<file path="src/rtl/alu_pkg.sv">
// Shared constants, opcode encoding and FSM state type for the ALU issue/writeback sequencer.
package alu_pkg;

   localparam int unsigned DATA_W = 8;
   localparam int unsigned NREGS  = 8;
   localparam int unsigned ADDR_W = 3;
   localparam int unsigned OP_W   = 4;

   // Opcode encoding shared with the ALU's ALU_Sel input
   localparam logic [OP_W-1:0] OP_ADD  = 4'b0000;
   localparam logic [OP_W-1:0] OP_SUB  = 4'b0001;
   localparam logic [OP_W-1:0] OP_MUL  = 4'b0010;
   localparam logic [OP_W-1:0] OP_DIV  = 4'b0011;
   localparam logic [OP_W-1:0] OP_SHL  = 4'b0100;
   localparam logic [OP_W-1:0] OP_SHR  = 4'b0101;
   localparam logic [OP_W-1:0] OP_ROL  = 4'b0110;
   localparam logic [OP_W-1:0] OP_ROR  = 4'b0111;
   localparam logic [OP_W-1:0] OP_AND  = 4'b1000;
   localparam logic [OP_W-1:0] OP_OR   = 4'b1001;
   localparam logic [OP_W-1:0] OP_XOR  = 4'b1010;
   localparam logic [OP_W-1:0] OP_NOR  = 4'b1011;
   localparam logic [OP_W-1:0] OP_NAND = 4'b1100;
   localparam logic [OP_W-1:0] OP_XNOR = 4'b1101;
   localparam logic [OP_W-1:0] OP_GT   = 4'b1110;
   localparam logic [OP_W-1:0] OP_EQ   = 4'b1111;

   typedef enum logic [1:0] {
      S_IDLE = 2'd0,
      S_EXEC = 2'd1,
      S_WB   = 2'd2
   } state_t;

   // Command fields carried from accept through writeback
   typedef struct packed {
      logic [OP_W-1:0]   op;
      logic [ADDR_W-1:0] rd;
   } inflight_t;

endpackage

</file>
<file path="src/rtl/alu_reg_sequencer_if.sv">
// Register-addressed command handshake between an issuer and the ALU sequencer.
interface alu_reg_sequencer_if;
   import alu_pkg::*;

   logic              cmd_valid;
   logic              cmd_ready;
   logic [OP_W-1:0]   cmd_op;
   logic [ADDR_W-1:0] cmd_rd;
   logic [ADDR_W-1:0] cmd_rs1;
   logic [ADDR_W-1:0] cmd_rs2;

   modport master (
      output cmd_valid, cmd_op, cmd_rd, cmd_rs1, cmd_rs2,
      input  cmd_ready
   );

   modport slave (
      input  cmd_valid, cmd_op, cmd_rd, cmd_rs1, cmd_rs2,
      output cmd_ready
   );

endinterface

</file>
<file path="src/rtl/alu_regfile.sv">
// NREGS x DATA_W register file: three async read ports, writeback and load writes with writeback priority.
module alu_regfile
   import alu_pkg::*;
(
   input  logic              clk,
   input  logic              rst,
   input  logic [ADDR_W-1:0] rs1_addr,
   input  logic [ADDR_W-1:0] rs2_addr,
   input  logic [ADDR_W-1:0] dbg_addr,
   output logic [DATA_W-1:0] rs1_data_c,
   output logic [DATA_W-1:0] rs2_data_c,
   output logic [DATA_W-1:0] dbg_data_c,
   input  logic              wb_en,
   input  logic [ADDR_W-1:0] wb_addr,
   input  logic [DATA_W-1:0] wb_data,
   input  logic              ld_en,
   input  logic [ADDR_W-1:0] ld_addr,
   input  logic [DATA_W-1:0] ld_data
);

   logic [DATA_W-1:0] regs [NREGS];

   // Both ports may write different entries in one cycle; same entry resolves to writeback
   always_ff @(posedge clk) begin
      if (rst) begin
         for (int unsigned i = 0; i < NREGS; i++) begin
            regs[i] <= '0;
         end
      end else begin
         for (int unsigned i = 0; i < NREGS; i++) begin
            if (wb_en && (wb_addr == ADDR_W'(i))) begin
               regs[i] <= wb_data;
            end else if (ld_en && (ld_addr == ADDR_W'(i))) begin
               regs[i] <= ld_data;
            end
         end
      end
   end

   assign rs1_data_c = regs[rs1_addr];
   assign rs2_data_c = regs[rs2_addr];
   assign dbg_data_c = regs[dbg_addr];

endmodule

</file>
<file path="src/rtl/alu_reg_sequencer.sv">
// Issue/writeback stage for an external combinational 8-bit ALU: operand fetch, result capture,
// register writeback and carry/zero/divide-by-zero status.
module alu_reg_sequencer
   import alu_pkg::*;
(
   input  logic                clk,
   input  logic                rst,
   alu_reg_sequencer_if.slave  cmd,
   input  logic                ld_valid,
   input  logic [ADDR_W-1:0]   ld_addr,
   input  logic [DATA_W-1:0]   ld_data,
   input  logic [ADDR_W-1:0]   dbg_addr,
   output logic [DATA_W-1:0]   dbg_data,
   output logic [DATA_W-1:0]   alu_a,
   output logic [DATA_W-1:0]   alu_b,
   output logic [OP_W-1:0]     alu_sel,
   input  logic [DATA_W-1:0]   alu_out,
   input  logic                alu_carry,
   output logic                done,
   output logic [DATA_W-1:0]   done_data,
   output logic                flag_c,
   output logic                flag_z,
   output logic                flag_dz
);

   state_t            state, state_nxt;
   inflight_t         infl, infl_nxt;
   logic              c_q, c_nxt;
   logic              dz_q, dz_nxt;
   logic [DATA_W-1:0] alu_a_nxt, alu_b_nxt;
   logic [OP_W-1:0]   alu_sel_nxt;
   logic              done_nxt;
   logic [DATA_W-1:0] done_data_nxt;
   logic              flag_c_nxt, flag_z_nxt, flag_dz_nxt;
   logic              wb_en_c;
   logic              accept_c;
   logic [DATA_W-1:0] rs1_data_c, rs2_data_c;

   // A load in IDLE stalls the command so the two never race for the register file
   assign cmd.cmd_ready = (state == S_IDLE) && !ld_valid;
   assign accept_c      = cmd.cmd_valid && cmd.cmd_ready;

   alu_regfile u_regfile (
      .clk        (clk),
      .rst        (rst),
      .rs1_addr   (cmd.cmd_rs1),
      .rs2_addr   (cmd.cmd_rs2),
      .dbg_addr   (dbg_addr),
      .rs1_data_c (rs1_data_c),
      .rs2_data_c (rs2_data_c),
      .dbg_data_c (dbg_data),
      .wb_en      (wb_en_c),
      .wb_addr    (infl.rd),
      .wb_data    (done_data),
      .ld_en      (ld_valid),
      .ld_addr    (ld_addr),
      .ld_data    (ld_data)
   );

   // Next-state and next-output logic; done_data doubles as the captured result
   always_comb begin
      state_nxt     = state;
      infl_nxt      = infl;
      c_nxt         = c_q;
      dz_nxt        = dz_q;
      alu_a_nxt     = alu_a;
      alu_b_nxt     = alu_b;
      alu_sel_nxt   = alu_sel;
      done_nxt      = 1'b0;
      done_data_nxt = done_data;
      flag_c_nxt    = flag_c;
      flag_z_nxt    = flag_z;
      flag_dz_nxt   = flag_dz;
      wb_en_c       = 1'b0;

      case (state)
         S_IDLE: begin
            if (accept_c) begin
               alu_a_nxt   = rs1_data_c;
               alu_b_nxt   = rs2_data_c;
               alu_sel_nxt = cmd.cmd_op;
               infl_nxt.op = cmd.cmd_op;
               infl_nxt.rd = cmd.cmd_rd;
               state_nxt   = S_EXEC;
            end
         end
         S_EXEC: begin
            done_nxt = 1'b1;
            c_nxt    = alu_carry;
            // ALU output is undefined for a zero divisor; substitute all-ones
            if ((infl.op == OP_DIV) && (alu_b == '0)) begin
               done_data_nxt = '1;
               dz_nxt        = 1'b1;
            end else begin
               done_data_nxt = alu_out;
               dz_nxt        = 1'b0;
            end
            state_nxt = S_WB;
         end
         S_WB: begin
            wb_en_c     = 1'b1;
            flag_z_nxt  = (done_data == '0);
            flag_dz_nxt = dz_q;
            if (infl.op == OP_ADD) begin
               flag_c_nxt = c_q;
            end
            state_nxt = S_IDLE;
         end
         default: begin
            state_nxt = S_IDLE;
         end
      endcase
   end

   always_ff @(posedge clk) begin
      if (rst) begin
         state     <= S_IDLE;
         infl      <= '0;
         c_q       <= 1'b0;
         dz_q      <= 1'b0;
         alu_a     <= '0;
         alu_b     <= '0;
         alu_sel   <= '0;
         done      <= 1'b0;
         done_data <= '0;
         flag_c    <= 1'b0;
         flag_z    <= 1'b0;
         flag_dz   <= 1'b0;
      end else begin
         state     <= state_nxt;
         infl      <= infl_nxt;
         c_q       <= c_nxt;
         dz_q      <= dz_nxt;
         alu_a     <= alu_a_nxt;
         alu_b     <= alu_b_nxt;
         alu_sel   <= alu_sel_nxt;
         done      <= done_nxt;
         done_data <= done_data_nxt;
         flag_c    <= flag_c_nxt;
         flag_z    <= flag_z_nxt;
         flag_dz   <= flag_dz_nxt;
      end
   end

endmodule

</file>
<file path="src/flat_wrapper.sv">
// flat-port wrapper written by rule: the top's interface ports become plain ports
module alu_reg_sequencer_flat import alu_pkg::*;
  (clk, rst, ld_valid, ld_addr, ld_data, dbg_addr, dbg_data, alu_a, alu_b, alu_sel, alu_out, alu_carry, done, done_data, flag_c, flag_z, flag_dz, cmd_cmd_valid, cmd_cmd_op, cmd_cmd_rd, cmd_cmd_rs1, cmd_cmd_rs2, cmd_cmd_ready);
  alu_reg_sequencer_if cmd_i ();
  input  logic clk;
  input  logic rst;
  input  logic ld_valid;
  input  logic [ADDR_W-1:0] ld_addr;
  input  logic [DATA_W-1:0] ld_data;
  input  logic [ADDR_W-1:0] dbg_addr;
  output logic [DATA_W-1:0] dbg_data;
  output logic [DATA_W-1:0] alu_a;
  output logic [DATA_W-1:0] alu_b;
  output logic [OP_W-1:0] alu_sel;
  input  logic [DATA_W-1:0] alu_out;
  input  logic alu_carry;
  output logic done;
  output logic [DATA_W-1:0] done_data;
  output logic flag_c;
  output logic flag_z;
  output logic flag_dz;
  input wire logic [$bits(cmd_i.cmd_valid)-1:0] cmd_cmd_valid;
  input wire logic [$bits(cmd_i.cmd_op)-1:0] cmd_cmd_op;
  input wire logic [$bits(cmd_i.cmd_rd)-1:0] cmd_cmd_rd;
  input wire logic [$bits(cmd_i.cmd_rs1)-1:0] cmd_cmd_rs1;
  input wire logic [$bits(cmd_i.cmd_rs2)-1:0] cmd_cmd_rs2;
  output wire logic [$bits(cmd_i.cmd_ready)-1:0] cmd_cmd_ready;
  assign cmd_i.cmd_valid = cmd_cmd_valid;
  assign cmd_i.cmd_op = cmd_cmd_op;
  assign cmd_i.cmd_rd = cmd_cmd_rd;
  assign cmd_i.cmd_rs1 = cmd_cmd_rs1;
  assign cmd_i.cmd_rs2 = cmd_cmd_rs2;
  assign cmd_cmd_ready = cmd_i.cmd_ready;
  alu_reg_sequencer u_core (.clk(clk), .rst(rst), .cmd(cmd_i), .ld_valid(ld_valid), .ld_addr(ld_addr), .ld_data(ld_data), .dbg_addr(dbg_addr), .dbg_data(dbg_data), .alu_a(alu_a), .alu_b(alu_b), .alu_sel(alu_sel), .alu_out(alu_out), .alu_carry(alu_carry), .done(done), .done_data(done_data), .flag_c(flag_c), .flag_z(flag_z), .flag_dz(flag_dz));
endmodule
</file>
<file path="config.mk">
export PLATFORM = sky130hd
export DESIGN_NAME = alu_reg_sequencer_flat
export DESIGN_NICKNAME = d
export VERILOG_FILES = /design/src/rtl/alu_pkg.sv /design/src/rtl/alu_reg_sequencer_if.sv /design/src/rtl/alu_regfile.sv /design/src/rtl/alu_reg_sequencer.sv /design/src/flat_wrapper.sv
export SDC_FILE = /design/constraint.sdc
export NUM_CORES = 1
export LEC_CHECK = 0
export ABC_CLOCK_PERIOD_IN_PS = 3700
export BUFFER_PORTS_ARGS = -buffer_cell sky130_fd_sc_hd__buf_2
export CORE_ASPECT_RATIO = 1.2
export CORE_UTILIZATION = 50
export DETAILED_ROUTE_END_ITERATION = 8
export PLACE_DENSITY = 0.71
export SLEW_MARGIN = 5
export SYNTH_ARGS = -nofsm -noshare
export SYNTH_HDL_FRONTEND = slang
export SYNTH_SLANG_ARGS = --single-unit
</file>
<file path="constraint.sdc">
create_clock -name clk -period 3.7 [get_ports clk]
set_input_delay 0.185 -clock clk [delete_from_list [all_inputs] [get_ports clk]]
set_output_delay 0.185 -clock clk [all_outputs]
set_load 0.05 [all_outputs]
</file>
==> impl_metrics.env, run 1 <==
export IMPL_io_buffer_count=80
export IMPL_internal_power_w=0.00190
export IMPL_firstDrtPassIters=5
export IMPL_regToRegSetupSlack_ns=1.40
export IMPL_p_leak_nw=2.55
export IMPL_die_y_um=121
export IMPL_final_antenna_net_count=0
export IMPL_report_final_hold_viol_count=0
export IMPL_cts_root_buf="clkbuf_16"
export IMPL_syn2layout_area_growth_pct=10.8
export IMPL_yosysWarnings=0
export IMPL_start_util=0.514
export IMPL_total_power_w=0.00271
export IMPL_layout_drive_gt1_share=0.239
export IMPL_syn_area_um2=5950
export IMPL_insertion_delay_ns=0.35
export IMPL_tns_ns=0
export IMPL_fin_crit_sh=0.620
export IMPL_die_area_um2=12300
export IMPL_critPathCaptureType="register"
export IMPL_crit_type="register to register"
export IMPL_synth_async_reset_ratio=0
export IMPL_clk_path_buf_depth=2
export IMPL_grt_pass1_wl_um=24900
export IMPL_cpLargestDelayFamily="simple AND/OR/NAND/NOR gates"
export IMPL_synth_cell_type_count=37
export IMPL_worstMarginPinSlew_ns=0.997
export IMPL_combPwrFrac=0.172
export IMPL_ys_flop_type="edfxtp_1"
export IMPL_p_sw_frac=0.300
export IMPL_hold_class="input port to register"
export IMPL_gr_total_overflow=0
export IMPL_cts_sinks=103
export IMPL_grt_pass1_vias=4344
export IMPL_place_congestion=0.911
export IMPL_yosysMostFrequentCell="mux2i_1"
export IMPL_postRouteWirelength_um=16700
export IMPL_worstPathRequired_ns=3.71
export IMPL_slowest_delay_ns=0.65
export IMPL_cts_tree="done"
export IMPL_cts_setup_buffers=0
export IMPL_yosysSeqAreaShare=0.454
export IMPL_antenna_found_initial=0
export IMPL_startpoint_type="register"
export IMPL_boundaryPins=81
export IMPL_synth_common_cells="mux2i_1, edfxtp_1, a22o_1, nand2_1, dfxtp_1"
export IMPL_fin_skew_ns=0.0132
export IMPL_synth_top_area_share=0.323
export IMPL_synthTopCellsByArea="edfxtp_1, mux2i_1, dfxtp_1, a22o_1, mux4_2"
export IMPL_cts_hold_buffers_added=0
export IMPL_crit_fanout=10
export IMPL_drv_cap=0
export IMPL_power_density_nw_per_um2=412
export IMPL_finalCriticalPeriod_ns=2.30
export IMPL_slew_violations=0
export IMPL_synth_edf_count=64
export IMPL_synth_area_leader_cell="edfxtp_1"
export IMPL_grt_max_degree=74
export IMPL_synth_cells=541
export IMPL_num_vias=4640
export IMPL_arrival_ns=2.31
export IMPL_seqPwrFrac=0.492
export IMPL_post_dp_hpwl_um=12300
export IMPL_status="complete, no violations"
export IMPL_cts_resized_gates=0
export IMPL_p_switching_w=0.000813
export IMPL_vdd_drop_max_mv=0.211
export IMPL_rows=43
export IMPL_fin_nets=620
export IMPL_syn_nets=581
export IMPL_cts_buffers=9
export IMPL_critPathBufInv=0
export IMPL_via_per_inst=6.25
export IMPL_die_w_um=102
export IMPL_diodes=0
export IMPL_clk_pin_slew_ns=0.08
export IMPL_wl_per_cell_um=22.5
export IMPL_setup_violations=0
export IMPL_crit_chain="nand2b_1 -> nor3_2 -> or3_1"
export IMPL_avgSynthCellArea_um2=11.0
export IMPL_p_clk_frac=0.336
export IMPL_grtUsageTotal=0.278
export IMPL_max_slew_margin=0.335
export IMPL_hold_slack_ns=0.0652
export IMPL_route_detailed_drc=0
export IMPL_h_tree_depth=3
export IMPL_drtIter0Drc=537
export IMPL_core_um2=11600
export IMPL_rsz0062_at_grt="no"
export IMPL_fmax_mhz=436
export IMPL_yosys_register_bits=103
export IMPL_cp_slowest_cell="dfxtp_1"
metrics by stage:
stage	utilization	instances	worst slack [ns]	area (um2)
global route	0.570	742	1.31	6590
CTS	0.570	742	1.43	6590
floorplan	-	541	1.18	5950
finish	0.570	742	1.40	6590
detailed placement	0.546	726	1.49	6310
global placement	0.546	726	1.57	6310
path summary, 6_finish.rpt:
path / end / from / depth (start not counted)
worst max-delay path: u_core.u_regfile.regs[5][2] / u_core.infl[0] / 3
worst min-delay path: u_core.alu_sel[1] / cmd_cmd_op[1] / 3
worst max register to register: u_core.u_regfile.regs[5][2] / u_core.infl[0] / 3
worst min register to register: u_core.flag_dz / u_core.dz_q / 2
worst min-delay path, stage by stage:
cell and delay (ns):
buf_2 0.10, nand2_1 0.04, a21oi_1 0.05
state kept, by name (all words and copies together), names as in the netlist:
signal / count
u_core.done_data: 8
u_core.state: 2
u_core.alu_sel: 4
u_core.flag_dz: 1
u_core.alu_a: 8
u_core.c_q: 1
u_core.alu_b: 8
u_core.flag_z: 1
u_core.flag_c: 1
u_core.dz_q: 1
u_core.infl: 3
u_core.u_regfile.regs: 64
u_core.done: 1
layout by cell type, fill, tap and decap left out, drive strengths merged:
master,synthesis,final
mux2i,81,81
buf,36,81
edfxtp,64,64
a22o,48,48
nor2,47,47
nand2,43,43
dfxtp,39,39
a22oi,32,32
a21oi,27,27
nor3,27,27
mux4,16,16
nor2b,16,16
clkbuf,17,10
mux2,8,8
a31oi,8,8
inv,2,7
or3,6,6
nor4,5,5
nand2b,3,3
nand3,3,3
and2,3,3
or3b,2,2
or2b,1,1
and3,1,1
o211ai,1,1
o221ai,1,1
nand3b,1,1
a2111oi,1,1
nand4,1,1
a311oi,1,1
clkinv,0,1
area by class of cell:
class                      count  area, um2
tap                          157        196
clock buffer                  10        229
timing repair buffer          81        408
clock inverter                 6       48.8
inverter                       2       7.51
sequential                   103       2700
multi-input combinational    383       3000
fill                         999       4980
logic make-up after synthesis:
family,share of synthesized area
buf+inv,0.0416
mux,0.212
compound gates,0.154
flops,0.454
simple gates,0.138
layer usage:
layer / track usage / part of all wire / routed length, um / vias up
met4: 0.159 / 0.051 / 845 / 0
met2: 0.425 / 0.47 / 7770 / 254
met1: 0.377 / 0.42 / 6970 / 2214
li1: - / - / - / 2133
met3: 0.0392 / 0.065 / 1090 / 39
met5: 0 / 0 / 0 / -
power groups by stage:
stage	combinational, W	sequential, W	clock [W]
2_1_floorplan	0.000300	0.00139	0
3_3_place_gp	0.000457	0.00135	0
3_5_place_dp	0.000463	0.00136	0
4_1_cts	0.000465	0.00133	0.000919
5_1_grt	0.000493	0.00134	0.000963
6_report	0.000467	0.00133	0.000911
Note: power is estimated with default switching activity, not from simulation.
==> inputs of run 2 (changes only) <==
Settings changed: ABC_CLOCK_PERIOD_IN_PS 3700 to 2050, PLACE_DENSITY 0.71 to 0.74.
Clock period 3.7 ns to 2.05 ns, I/O delays scaled along.
==> impl_metrics.env, run 2 (synthesis results as in run 1) <==
export IMPL_status="complete, no violations"
export IMPL_drv_cap=0
export IMPL_syn2layout_area_growth_pct=15.1
export IMPL_postRouteWirelength_um=16500
export IMPL_drtIter0Drc=488
export IMPL_start_util=0.514
export IMPL_wl_per_cell_um=21.5
export IMPL_place_congestion=0.920
export IMPL_die_area_um2=12300
export IMPL_grtUsageTotal=0.285
export IMPL_p_clk_frac=0.334
export IMPL_layout_cells_most_common="mux2i_1"
export IMPL_rsz0062_at_grt="no"
export IMPL_clk_path_buf_depth=2
export IMPL_h_tree_depth=3
export IMPL_fin_crit_sh=0.959
export IMPL_grt_max_degree=39
export IMPL_p_leak_nw=2.69
export IMPL_final_antenna_net_count=0
export IMPL_top_register="u_core.u_regfile.regs"
export IMPL_internal_power_w=0.00345
export IMPL_seqPwrFrac=0.488
export IMPL_setup_violations=0
export IMPL_vdd_drop_max_mv=0.362
export IMPL_startpoint_type="register"
export IMPL_cts_tree="done"
export IMPL_via_per_inst=6.19
export IMPL_post_dp_hpwl_um=12500
export IMPL_fin_skew_ns=0.0110
export IMPL_layout_drive_gt1_share=0.265
export IMPL_cts_buffers=9
export IMPL_max_slew_margin=0.447
export IMPL_grt_pass1_vias=4571
export IMPL_diodes=0
export IMPL_antenna_found_initial=0
export IMPL_critPathCaptureType="output pin"
export IMPL_io_buffer_count=80
export IMPL_insertion_delay_ns=0.36
export IMPL_arrival_ns=1.86
export IMPL_num_vias=4752
export IMPL_hold_class="input port to register"
export IMPL_slew_violations=0
export IMPL_grt_pass1_wl_um=25600
export IMPL_fmax_mhz=509
export IMPL_p_switching_w=0.00147
export IMPL_clk_pin_slew_ns=0.07
export IMPL_gr_total_overflow=0
export IMPL_fin_nets=646
export IMPL_cts_root_buf="clkbuf_16"
export IMPL_crit_fanout=3
export IMPL_power_density_nw_per_um2=719
export IMPL_boundaryPins=81
export IMPL_hold_slack_ns=0.0142
export IMPL_p_sw_frac=0.299
export IMPL_rows=43
export IMPL_finalCriticalPeriod_ns=1.97
export IMPL_die_w_um=102
export IMPL_worstPathRequired_ns=1.95
export IMPL_tns_ns=0
export IMPL_die_y_um=121
export IMPL_crit_type="register to output pin"
export IMPL_combPwrFrac=0.178
export IMPL_largest_reg_flops=64
export IMPL_layout_common_cells="mux2i_1, buf_2, edfxtp_1"
export IMPL_report_final_hold_viol_count=0
export IMPL_dpl_instance_area_um2=6510
export IMPL_cts_sinks=103
export IMPL_route_detailed_drc=0
export IMPL_core_um2=11600
export IMPL_fin_area_um2=6850
export IMPL_worstMarginPinSlew_ns=0.825
export IMPL_cts_setup_buffers=0
export IMPL_firstDrtPassIters=5
==> run 2: cell count changes in the layout (fill, tap and decap cells not counted) <==
cell and delta:
inv_4 -1, buf_4 +18, clkbuf_1 -1, buf_12 +3
nor3_4 +1, clkinv_4 +2, clkinv_1 +1, inv_6 -1
nor3_1 -1, dlygate4sd3_1 +5
==> run 2: path summary, 6_finish.rpt <==
kind | from | slack [ns] | cells after the start | end
max | u_core.u_regfile.regs[6][7] | 0.08 | 3 | dbg_data[7]
min | alu_out[7] | 0.01 | 3 | u_core.done_data[7]
max reg2reg | u_core.state[1] | 0.23 | 3 | u_core.u_regfile.regs[1][5]
min reg2reg | u_core.flag_dz | 0.46 | 2 | u_core.flag_dz
==> run 2: worst max-delay path: stages, from the launching register on <==
cell	delay (ns)
edfxtp_1	0.47
mux4_2	0.53
mux2_2	0.29
buf_2	0.21
==> run 2: area by class of cell <==
type	instances	area, um2
repair buffers	107	653
well taps	157	196
fillers	939	4720
clock buffers	9	225
inverters	2	7.51
multi-input cells	383	3010
flip-flops and latches	103	2700
clock inverters	7	55.1
==> run 2: routing by layer <==
| metal | wire length, um | vias up | global-route usage |
|---|---|---|---|
| met3 | 1050 | 48 | 0.0415 |
| met1 | 6590 | 2297 | 0.361 |
| met2 | 7930 | 219 | 0.457 |
| met4 | 926 | 0 | 0.171 |
| li1 | - | 2188 | - |
| met5 | 0 | - | 0 |
==> run 2: timing repair <==
item | in CTS | in global routing
hold buffers | 5 | 0
resized for setup | 0 | 1
endpoints found under the setup margin | 0 | 7
endpoints found under the hold margin | 5 | 0
==> run 2: per-stage QoR <==
step	power [W]	instances	setup slack, ns	utilization
after floorplan	0.00305	541	0.0135	-
after global placement	0.00328	747	0.266	0.563
after detailed placement	0.00331	747	0.165	0.563
after CTS	0.00492	768	0.101	0.592
after global routing	0.00508	768	0.0892	0.592
final	0.00492	768	0.0849	0.592
==> run 2: power groups by stage <==
stage | Clock [W] | Sequential, W | Combinational [W]
finish | 0.00164 | 0.00240 | 0.000876
detailed placement | 0 | 0.00244 | 0.000864
CTS | 0.00165 | 0.00240 | 0.000875
floorplan | 0 | 0.00251 | 0.000542
global placement | 0 | 0.00243 | 0.000849
global route | 0.00173 | 0.00241 | 0.000933
==> inputs of run 3 (changes only) <==
Settings changed: CELL_PAD_IN_SITES_DETAIL_PLACEMENT from default to 2, CELL_PAD_IN_SITES_GLOBAL_PLACEMENT from default to 2, CORE_UTILIZATION 50 to 34, CTS_CLUSTER_SIZE from default to 40, PLACE_DENSITY 0.74 to default, PLACE_DENSITY_LB_ADDON from default to 0.1.
==> impl_metrics.env, run 3 (synthesis results as in run 1) <==
export IMPL_regArea_um2=2700
export IMPL_layout_common_cells="mux2i_1, buf_2, edfxtp_1"
export IMPL_stdcell_count=843
export IMPL_fin_skew_ns=0.00605
export IMPL_rsz0062_at_grt="no"
export IMPL_post_dp_hpwl_um=16600
export IMPL_rows=52
export IMPL_start_util=0.350
export IMPL_firstDrtPassIters=4
export IMPL_core_um2=17000
export IMPL_internal_power_w=0.00347
export IMPL_hold_class="input port to register"
export IMPL_h_tree_depth=3
export IMPL_post_place_cells=819
export IMPL_drv_cap=0
export IMPL_die_w_um=123
export IMPL_p_sw_frac=0.310
export IMPL_fmax_mhz=500
export IMPL_antenna_found_initial=0
export IMPL_layout_drive_gt1_share=0.281
export IMPL_final_antenna_net_count=0
export IMPL_p_leak_nw=2.77
export IMPL_vdd_drop_max_mv=0.480
export IMPL_cts_root_buf="clkbuf_16"
export IMPL_arrival_ns=1.90
export IMPL_total_power_w=0.00502
export IMPL_critPathCaptureType="output pin"
export IMPL_crit_type="register to output pin"
export IMPL_worstMarginPinSlew_ns=0.825
export IMPL_tns_ns=0
export IMPL_max_slew_margin=0.449
export IMPL_fill_cells=1758
export IMPL_drtIter0Drc=249
export IMPL_cts_tree="done"
export IMPL_clk_path_buf_depth=2
export IMPL_crit_fanout=3
export IMPL_via_per_inst=5.75
export IMPL_largest_reg_flops=64
export IMPL_insertion_delay_ns=0.36
export IMPL_syn2layout_area_growth_pct=18.6
export IMPL_boundaryPins=81
export IMPL_cts_sinks=103
export IMPL_place_congestion=0.839
export IMPL_fin_crit_sh=0.976
export IMPL_multi_input_area_um2=3000
export IMPL_grt_max_degree=40
export IMPL_num_vias=4846
export IMPL_grtUsageTotal=0.251
export IMPL_fin_nets=662
export IMPL_finalCriticalPeriod_ns=2.00
export IMPL_cts_buffers=9
export IMPL_grt_pass1_vias=5167
export IMPL_diodes=0
export IMPL_cts_resized_gates=0
export IMPL_die_y_um=147
export IMPL_clk_pin_slew_ns=0.08
export IMPL_p_clk_frac=0.334
export IMPL_power_density_nw_per_um2=712
export IMPL_slew_violations=0
export IMPL_top_register="u_core.u_regfile.regs"
export IMPL_gr_total_overflow=0
export IMPL_io_buffer_count=80
export IMPL_startpoint_type="register"
export IMPL_route_detailed_drc=0
export IMPL_status="complete, no violations"
export IMPL_worstPathRequired_ns=1.95
export IMPL_setup_violations=0
export IMPL_grt_pass1_wl_um=32500
export IMPL_layout_cells_most_common="mux2i_1"
export IMPL_wl_per_cell_um=25.6
export IMPL_combPwrFrac=0.186
export IMPL_report_final_hold_viol_count=0
export IMPL_p_switching_w=0.00156
export IMPL_seqPwrFrac=0.480
export IMPL_postRouteWirelength_um=21600
export IMPL_die_area_um2=18000
run 3: cell types whose count changed in the layout (fill, tap and decap cells not counted), sizes merged:
cell         before  now
buf             102  115
clkinv            4    1
dlygate4sd3       5    8
clkinvlp          0    2
inv               5    6
run 3: layer usage:
metal / part of all wire / vias to the layer above / wire, um / GRT usage
met1: 0.44 / 2494 / 9450 / 0.322
met2: 0.51 / 112 / 11000 / 0.426
met3: 0.028 / 26 / 597 / 0.0322
met5: 0 / - / 0 / 0
li1: - / 2214 / - / -
met4: 0.027 / 0 / 574 / 0.0902
run 3: through the flow:
stage / util / cell area, um2 / hold WS [ns] / setup slack [ns]
2_1_floorplan: - / 5950 / 0.238 / 0.0135
3_3_place_gp: 0.394 / 6700 / 0.345 / 0.264
3_5_place_dp: 0.394 / 6700 / 0.361 / 0.162
4_1_cts: 0.415 / 7060 / 0.00230 / 0.0461
5_1_grt: 0.415 / 7060 / 0.0182 / 0.00800
6_report: 0.415 / 7060 / 0.0139 / 0.0485
run 3: power groups by stage:
stage / combinational (W) / clock (W) / sequential [W]
after floorplan: 0.000542 / 0 / 0.00251
after global placement: 0.000904 / 0 / 0.00244
after detailed placement: 0.000927 / 0 / 0.00246
after CTS: 0.000944 / 0.00171 / 0.00241
after global routing: 0.000991 / 0.00179 / 0.00242
final: 0.000935 / 0.00168 / 0.00241
run 3: path summary, 6_finish.rpt:
check,start,to,slack (ns),cells past startpoint
worst max-delay path,u_core.u_regfile.regs[6][0],dbg_data[0],0.05,3
worst max register to register,u_core.state[1],u_core.u_regfile.regs[3][5],0.12,4
worst min-delay path,alu_out[7],u_core.done_data[7],0.01,3
worst min register to register,u_core.c_q,u_core.c_q,0.48,2
run 3: layout make-up:
cell class,count,area share
multi-input combinational,383,0.426
inverter,2,0.00106
timing repair buffer,123,0.112
clock inverter,7,0.00745
clock buffer,9,0.0319
sequential,103,0.383
tap,216,0.0383
run 3: worst max-delay path, cell delays in order, from the launching register on:
cell	delay [ns]
edfxtp_1	0.48
mux4_2	0.54
mux2_2	0.30
buf_2	0.21
run 3: what timing repair did:
action                    CTS  global route
hold buffers                8             0
hold endpoints to repair    8             0
buffers inserted            0             0
